File: src/rtl/clock_counter.sv
// Real-time clock counter: BCD seconds/minutes/hours with a RUN/SET_HOUR/SET_MIN setting FSM.
// Optional macro HOUR_12_EN selects the 12 h (12,01..11 + pm) hour sequence; default build is 24 h.
module clock_counter (
    input  logic       clk_in,
    input  logic       rst,
    input  logic       tick_in,
    input  logic       btn_mode,
    input  logic       btn_inc,
    output logic [7:0] sec_bcd,
    output logic [7:0] min_bcd,
    output logic [7:0] hour_bcd,
    output logic [1:0] mode,
    output logic       sec_pulse,
    output logic       pm
);

    localparam int unsigned BCD_W  = 8;
    localparam int unsigned N_IN   = 3;
    localparam int unsigned IX_TCK = 0;
    localparam int unsigned IX_MOD = 1;
    localparam int unsigned IX_INC = 2;

    typedef enum logic [1:0] {
        RUN      = 2'b00,
        SET_HOUR = 2'b01,
        SET_MIN  = 2'b10
    } mode_e;

`ifdef HOUR_12_EN
    localparam logic [BCD_W-1:0] HOUR_RST = 8'h12;
`else
    localparam logic [BCD_W-1:0] HOUR_RST = 8'h00;
`endif

    function automatic logic [BCD_W-1:0] bcd_inc(input logic [BCD_W-1:0] v);
        if (v[3:0] == 4'd9) return {4'(v[7:4] + 4'd1), 4'd0};
        else                return {v[7:4], 4'(v[3:0] + 4'd1)};
    endfunction

    function automatic logic [BCD_W-1:0] bcd_inc60(input logic [BCD_W-1:0] v);
        return (v == 8'h59) ? 8'h00 : bcd_inc(v);
    endfunction

    logic [N_IN-1:0]  raw_c, in_q, in_prev_q, armed_q, ev_c;
    logic             tick_ev_c, mode_ev_c, inc_ev_c;
    mode_e            state_q, state_d;
    logic [BCD_W-1:0] sec_q, sec_d, min_q, min_d, hour_q, hour_d;
    logic [BCD_W-1:0] hour_inc_c;
    logic             pm_q, pm_d, pm_tgl_c, pulse_q, pulse_d;

    // An input is armed only after it has been seen low, so a level held high through reset never fires.
    assign raw_c     = {btn_inc, btn_mode, tick_in};
    assign ev_c      = in_q & ~in_prev_q & armed_q;
    assign tick_ev_c = ev_c[IX_TCK];
    assign mode_ev_c = ev_c[IX_MOD];
    assign inc_ev_c  = ev_c[IX_INC];

`ifdef HOUR_12_EN
    always_comb begin
        hour_inc_c = (hour_q == 8'h12) ? 8'h01 : bcd_inc(hour_q);
        pm_tgl_c   = (hour_q == 8'h11);
    end
`else
    always_comb begin
        hour_inc_c = (hour_q == 8'h23) ? 8'h00 : bcd_inc(hour_q);
        pm_tgl_c   = 1'b0;
    end
`endif

    // Next-state: mode has priority over inc; a tick in RUN still lands in the cycle RUN is left.
    always_comb begin
        state_d = state_q;
        sec_d   = sec_q;
        min_d   = min_q;
        hour_d  = hour_q;
        pm_d    = pm_q;
        pulse_d = 1'b0;
        case (state_q)
            RUN: begin
                if (tick_ev_c) begin
                    pulse_d = 1'b1;
                    sec_d   = bcd_inc60(sec_q);
                    if (sec_q == 8'h59) begin
                        min_d = bcd_inc60(min_q);
                        if (min_q == 8'h59) begin
                            hour_d = hour_inc_c;
                            pm_d   = pm_q ^ pm_tgl_c;
                        end
                    end
                end
                if (mode_ev_c) state_d = SET_HOUR;
            end
            SET_HOUR: begin
                if (mode_ev_c) begin
                    state_d = SET_MIN;
                end else if (inc_ev_c) begin
                    hour_d = hour_inc_c;
                    pm_d   = pm_q ^ pm_tgl_c;
                end
            end
            SET_MIN: begin
                if (mode_ev_c) begin
                    state_d = RUN;
                end else if (inc_ev_c) begin
                    min_d = bcd_inc60(min_q);
                    sec_d = 8'h00;
                end
            end
            default: state_d = RUN;
        endcase
    end

    always_ff @(posedge clk_in or negedge rst) begin
        if (!rst) begin
            in_q      <= '0;
            in_prev_q <= '0;
            armed_q   <= '0;
            state_q   <= RUN;
            sec_q     <= 8'h00;
            min_q     <= 8'h00;
            hour_q    <= HOUR_RST;
            pm_q      <= 1'b0;
            pulse_q   <= 1'b0;
        end else begin
            in_q      <= raw_c;
            in_prev_q <= in_q;
            armed_q   <= armed_q | ~raw_c;
            state_q   <= state_d;
            sec_q     <= sec_d;
            min_q     <= min_d;
            hour_q    <= hour_d;
            pm_q      <= pm_d;
            pulse_q   <= pulse_d;
        end
    end

    assign sec_bcd   = sec_q;
    assign min_bcd   = min_q;
    assign hour_bcd  = hour_q;
    assign mode      = state_q;
    assign sec_pulse = pulse_q;
    assign pm        = pm_q;

endmodule
File: config.mk
export PLATFORM = sky130hd
export DESIGN_NAME = clock_counter
export DESIGN_NICKNAME = d
export VERILOG_FILES = /design/src/rtl/clock_counter.sv
export SDC_FILE = /design/constraint.sdc
export NUM_CORES = 1
export LEC_CHECK = 0
export BUFFER_PORTS_ARGS = -buffer_cell sky130_fd_sc_hd__buf_2
export CAP_MARGIN = 40
export CORE_MARGIN = 2
export CORE_UTILIZATION = 50
export DETAILED_ROUTE_END_ITERATION = 8
export PLACE_DENSITY = 0.73
export SYNTH_ARGS = -nofsm -noshare
export SYNTH_HDL_FRONTEND = slang
export SYNTH_SLANG_ARGS = --single-unit
export TNS_END_PERCENT = 20
File: constraint.sdc
create_clock -name clk_in -period 5.65 [get_ports clk_in]
set_input_delay 0.2825 -clock clk_in [delete_from_list [all_inputs] [get_ports clk_in]]
set_output_delay 0.2825 -clock clk_in [all_outputs]
set_load 0.03 [all_outputs]
==> key figures, run 1 <==
Cells and area
  • Share of layout cells above drive strength 1: 22.1%
  • Core Util, Final: 60.0%
  • Storage cell area: 901 sq um
  • Area of the multi-input gates: 792 sq um
  • Filler instances: 292
  • Final non-filler cell total: 245
  • Nets: 216
  • # diodes: 0
  • Area growth syn-to-layout: 15.0%

Timing
  • RSZ-0062 raised after global routing: no
  • Min Hold Slack: 22.0 ps
  • Worst slew margin: 39.2%
  • Setup WS post-layout: 3210 ps
  • Final setup fails: 0
  • Final Hold Viols: 0
  • Worst clock skew: 8.47 ps
  • FMAX: 410 MHz
  • Setup TNS: 0 ps
  • Period utilization: 43.2%
  • Slew @ Worst Pin: 911 ps
  • Tmin final: 2440 ps
  • Max-slew violations: 0

Power
  • Power density over cell area: 374 nW/um^2
  • Leak: 0.000971 uW
  • Worst VDD drop: 245 uV

Outcome
  • Outcome: completed

Clock tree
  • PostCTS Resize Cnt: 0
  • Post-CTS Setup Repair Bufs: 0
  • CTS root buf: clkbuf_4
  • Deepest clock path buffer count: 2
  • Htree depth: 2
  • Sink Count: 36
  • Worst-Skew Late Latency: 340 ps
  • Hold buffer count at cts: 0
  • Num CTS Buffers: 5
  • Clk slew on worst S/H paths: 110 ps
  • CTS tree: done

Floorplanning
  • Top Ports: 33
  • Die Y: 63.0 um
  • Starting density of the core: 52.1%
  • Die width: 63.0 um
  • Num rows: 21
  • Die area: 3970 sq um
  • Core area: 3340 sq um

Setup path
  • Slowest stage cell on the critical path: or4_1
  • Setup crit end kind: flip-flop
  • Critical path cell sequence: or3_4 > nor4_4 > a32oi_1 > or4_1 > xnor2_1
  • Critical path peak fanout: 13
  • Worst setup SP type: flip-flop
  • WS Path Type: flip-flop to flip-flop
  • CP max stage delay: 620 ps
  • Critical path required time: 5880 ps
  • CP arrival: 2670 ps
  • Worst R2R Setup Slack: 3210 ps

Global route
  • Global-route wire length before repair: 6.03 mm
  • Vias in the first global route: 1345
  • Antenna violations before repair: 0
  • GRT Total Usage: 19.4%
  • GRT Residual Overflow: 0
  • Largest net degree at the start of global routing: 37

Synth
  • Yosys cell types: 39
  • Top_reg_cell synth: dfrtp_1
  • Synthesized net count: 181
  • Syn Area/Cell: 10.6 sq um
  • Seq/Total Area, Yosys: 51.8%
  • Yosys reg bits: 36
  • Synth area leaders: dfrtp_1 52%, ha_1 8.6%, o21ai_0 4.6%, nand2_1 3.7%, o31ai_1 2.6%
  • Syn. warnings: 0
  • Area leader, netlist: dfrtp_1
  • EDFF count, synth: 0
  • Synth top area share: 51.8%
  • Mapped Cells: 164
  • Synth async-reset ratio: 100%
  • Synthesized area: 1740 sq um
  • Top cells by count, synth: 36 x dfrtp_1, 17 x nand2_1, 16 x o21ai_0
  • Top-count cell post-synth: dfrtp_1

Place
  • DP Worst Slack: 3200 ps
  • Post-DP HPWL: 2.45 mm
  • Placed cells: 238
  • Port Buffers: 31
  • GP Congestion: 0.728

Route
  • Routed vias: 1325
  • Final Routed Wirelength: 3.31 mm
  • Routed len/inst: 13.5 um
  • Vias per inst: 5.41
  • Residual DRC count: 0
  • ANT nets after route: 0
  • 1st-iter DRT viols: 80
  • Pre-antenna DRT Iters: 4

Job
  • Max Cap Viol: 0

Min path
  • Hold Crit Class: input port to asynchronous set/reset pin
-- power by group --
part / switching [uW] / internal (uW)
sequential: 55.7 / 298
combinational: 162 / 79.8
clock: 82.1 / 70.6
-- metrics by stage --
| step | instance area (sq um) | total power, uW |
|---|---|---|
| after detailed placement | 1940 | 602 |
| after global placement | 1940 | 584 |
| after CTS | 2000 | 755 |
| after global routing | 2000 | 799 |
| after floorplan | 1740 | 521 |
| final | 2000 | 749 |
-- placed cells by master, fill, tap and decap left out, drive strengths merged, types with 7 or more instances in the layout --
cell | netlist | routed
dfrtp | 36 | 36
buf | 2 | 31
nand2 | 17 | 17
o21ai | 17 | 17
ha | 12 | 12
nor2 | 9 | 9
inv | 8 | 8
nand2b | 7 | 7
nand3 | 7 | 7
clkbuf | 1 | 7
-- registers in the layout (all words and copies together) (netlist names) --
register   flops
in_q           3
sec_bcd        8
sec_pulse      1
armed_q        3
min_bcd        8
in_prev_q      3
hour_bcd       8
mode           2
-- final timing paths --
kind	from	cells past startpoint	end
min	rst	1	min_bcd[2]$_DFFE_PN0P_
max reg2reg	mode[0]$_DFFE_PN0P_	5	hour_bcd[7]$_DFFE_PN0P_
min in group clk_in	btn_inc	1	in_q[2]$_DFF_PN0_
max in group asynchronous	rst	1	hour_bcd[1]$_DFFE_PN0P_
min reg2reg	in_q[0]$_DFF_PN0_	0	in_prev_q[0]$_DFF_PN0_
max	mode[0]$_DFFE_PN0P_	5	hour_bcd[7]$_DFFE_PN0P_
-- cells by family (layout without fill, tap and decap cells) --
group                    after synthesis  count (layout)  share of synthesized area, %
XOR/XNOR                               5               5                          2.52
flip-flops                            36              36                          51.8
AO/OA/AOI/OAI                         34              34                          12.2
other                                  1               1                         0.216
multiplexers                           1               1                         0.647
buffers and inverters                 11              46                          2.66
AND/OR/NAND/NOR                       64              64                          21.3
adder cells (fa/ha/maj)               12              12                          8.63
-- metal layers --
layer  global-route usage [%]  vias to the layer above  wire (um)
met5                        0                        -          0
met4                     6.39                        0         25
met3                     7.21                        2        172
met2                     33.1                       28       1720
met1                     22.3                      648       1390
li1                         -                      647          -
-- worst max-delay path, delay by kind of cell, from the launching register on --
kind	cells	cell delay, ps
AO/OA/AOI/OAI	1	380
XOR/XNOR	1	140
flip-flops	1	440
AND/OR/NAND/NOR	3	1370
-- final cells by class --
| class | count | area share (%) |
|---|---|---|
| Clock buffer | 7 | 3.25 |
| Sequential cell | 36 | 45.0 |
| Timing Repair Buffer | 31 | 7.75 |
| Multi-Input combinational cell | 117 | 39.6 |
| Inverter | 8 | 1.50 |
| Tap cell | 46 | 2.88 |
Power figures use the tool's default switching activity.
==> run 2, diff against run 1 <==
==> constraint.sdc (replaced) <==
create_clock -name clk_in -period 2.5 [get_ports clk_in]
set_input_delay 0.125 -clock clk_in [delete_from_list [all_inputs] [get_ports clk_in]]
set_output_delay 0.125 -clock clk_in [all_outputs]
set_load 0.03 [all_outputs]
==> key figures, run 2 (synthesis results as in run 1) <==
Clock tree
  • CTS tree: done
  • CTS root buf: clkbuf_4
  • Worst-Skew Late Latency: 320 ps (-20 ps)
  • Deepest clock path buffer count: 2 (unchanged)
  • Clk slew on worst S/H paths: 90 ps (-20 ps)
  • Num CTS Buffers: 5 (unchanged)
  • Sink Count: 36 (unchanged)
  • Htree depth: 2 (unchanged)

Power
  • Power share of the sequential group: 50.0% (+2.7 points)
  • Leak: 0.000988 uW (+1.8%)
  • Worst VDD drop: 413 uV (+68%)
  • Power density over cell area: 782 nW/um^2 (+110%)
  • Int Pwr: 953 uW (+110%)
  • Comb power frac: 34.0% (+1.7 points)
  • NetSw: 639 uW (+110%)
  • Clock share of power: 16.0% (-4.4 points)
  • Sw frac: 40.1% (+0.062 points)

Timing
  • Max-slew violations: 0 (unchanged)
  • Period utilization: 89.1% (+46 points)
  • FMAX: 449 MHz (+9.5%)
  • Worst slew margin: 48.9% (+9.7 points)
  • Setup TNS: 0 ps (unchanged)
  • Slew @ Worst Pin: 766 ps (-146 ps)
  • RSZ-0062 raised after global routing: no
  • Final Hold Viols: 0 (unchanged)
  • Tmin final: 2230 ps (-212 ps)
  • Final setup fails: 0 (unchanged)
  • Worst clock skew: 5.69 ps (-2.79 ps)
  • Setup WS post-layout: 272 ps (-2940 ps)

Route
  • Vias per inst: 5.30 (-2.0%)
  • Final Routed Wirelength: 3.14 mm (-5.3%)
  • 1st-iter DRT viols: 58 (-28%)
  • Pre-antenna DRT Iters: 4 (unchanged)
  • Residual DRC count: 0 (unchanged)
  • Routed vias: 1325 (unchanged)
  • Routed len/inst: 12.5 um (-7.2%)
  • ANT nets after route: 0 (unchanged)

Setup path
  • CP Launch Point: mode[0]$_DFFE_PN0P_
  • FF-to-FF End: hour_bcd[3]$_DFFE_PN0P_
  • CP arrival: 2490 ps (-180 ps)
  • Setup crit end kind: flip-flop
  • Origin of the critical flop-to-flop path: mode[0]$_DFFE_PN0P_
  • Worst R2R Setup Slack: 270 ps (-2940 ps)
  • Critical path peak fanout: 12 (-1)
  • WS Path Type: flip-flop to flip-flop
  • Critical path required time: 2760 ps (-3120 ps)
  • Reg2Reg Depth: 6 (+1)
  • Critical path cell sequence: or3_4 > nor4_4 > a32oi_1 > buf_4 > or4b_1 > nand3_1
  • CP max stage delay: 500 ps (-120 ps)
  • Worst setup SP type: flip-flop
  • Slowest stage cell on the critical path: or4b_1

Floorplanning
  • Top Ports: 33 (unchanged)
  • Starting density of the core: 52.1% (unchanged)
  • Die area: 3970 sq um (unchanged)
  • Die Y: 63.0 um (unchanged)
  • Num rows: 21 (unchanged)
  • Die width: 63.0 um (unchanged)
  • Core area: 3340 sq um (unchanged)

Cells and area
  • Most frequent cells in the layout: 36 x dfrtp_1, 31 x buf_2, 17 x nand2_1
  • Filler instances: 297 (+1.7%)
  • # diodes: 0 (unchanged)
  • Commonest non-fill, non-tap cell in the layout: dfrtp_1
  • Share of layout cells above drive strength 1: 22.1% (-0.052 points)
  • Area growth syn-to-layout: 17.1%
  • Nets: 223 (+3.2%)

Global route
  • Largest net degree at the start of global routing: 37 (unchanged)
  • Global-route wire length before repair: 5.58 mm (-7.5%)
  • GRT Total Usage: 18.0% (-1.4 points)
  • GRT Residual Overflow: 0 (unchanged)
  • Vias in the first global route: 1311 (-2.5%)
  • Antenna violations before repair: 0 (unchanged)

Place
  • Port Buffers: 31 (unchanged)
  • Post-DP HPWL: 2.31 mm (-5.7%)
  • GP Congestion: 0.757 (+4.0%)
  • DP Worst Slack: 296 ps (-2900 ps)

Job
  • Max Cap Viol: 0 (unchanged)

Min path
  • Hold path depth: 0
  • Hold Crit Start: in_q[2]$_DFF_PN0_
  • Worst-case hold path end point: in_prev_q[2]$_DFF_PN0_
  • Hold Crit Class: flip-flop to flip-flop

Outcome
  • Outcome: completed
==> run 2: layer usage <==
metal	up-vias	wire length, um	GRT usage, %
li1	660	-	-
met1	631	1420	21.0
met2	30	1530	30.3
met3	4	150	4.68
met4	0	37	9.17
met5	-	0	0
==> run 2: final cells by class <==
cell class | instances | area (sq um) | area share, %
timing repair buffer | 38 | 218 | 10.7
sequential | 36 | 901 | 44.3
clock buffer | 5 | 37.5 | 1.84
inverter | 8 | 30.0 | 1.48
multi-input combinational | 117 | 792 | 38.9
tap | 46 | 57.6 | 2.83
==> run 2: power by group through the flow <==
stage	registers (uW)	logic (uW)	clock network (uW)
after floorplan	959	219	0
after global placement	795	528	0
after detailed placement	809	540	0
after CTS	797	548	273
after global routing	816	598	309
final	795	541	255
==> run 2: worst max-delay path, delay by kind of cell, from the launching register on <==
family / cells / cell delay (ps)
compound gates: 1 / 180
flops: 1 / 440
simple gates: 4 / 1350
buf+inv: 1 / 200
==> run 2: timing repair <==
action                                  CTS  global route
endpoints found under the setup margin    0             0
hold buffers                              4             0
endpoints found under the hold margin    42             0
setup buffers                             0             0
gates resized for setup                   0             0
==> run 2: stage by stage <==
step / power, uW / utilization [%] / hold slack, ps / area (sq um) / instances
global placement: 1320 / 58.7 / 242 / 1960 / 241
floorplan: 1180 / - / -171 / 1740 / 164
CTS: 1620 / 61.0 / 383 / 2040 / 250
global route: 1720 / 61.0 / 395 / 2040 / 250
finish: 1590 / 61.0 / 384 / 2040 / 250
detailed placement: 1350 / 58.7 / 247 / 1960 / 241
==> run 2: worst max path at each step <==
stage,endpoint,depth (start not counted)
after floorplan,hour_bcd[7]$_DFFE_PN0P_,5
after global placement,hour_bcd[3]$_DFFE_PN0P_,6
after detailed placement,hour_bcd[3]$_DFFE_PN0P_,6
after CTS,hour_bcd[3]$_DFFE_PN0P_,6
after global routing,hour_bcd[3]$_DFFE_PN0P_,6
final,hour_bcd[3]$_DFFE_PN0P_,6
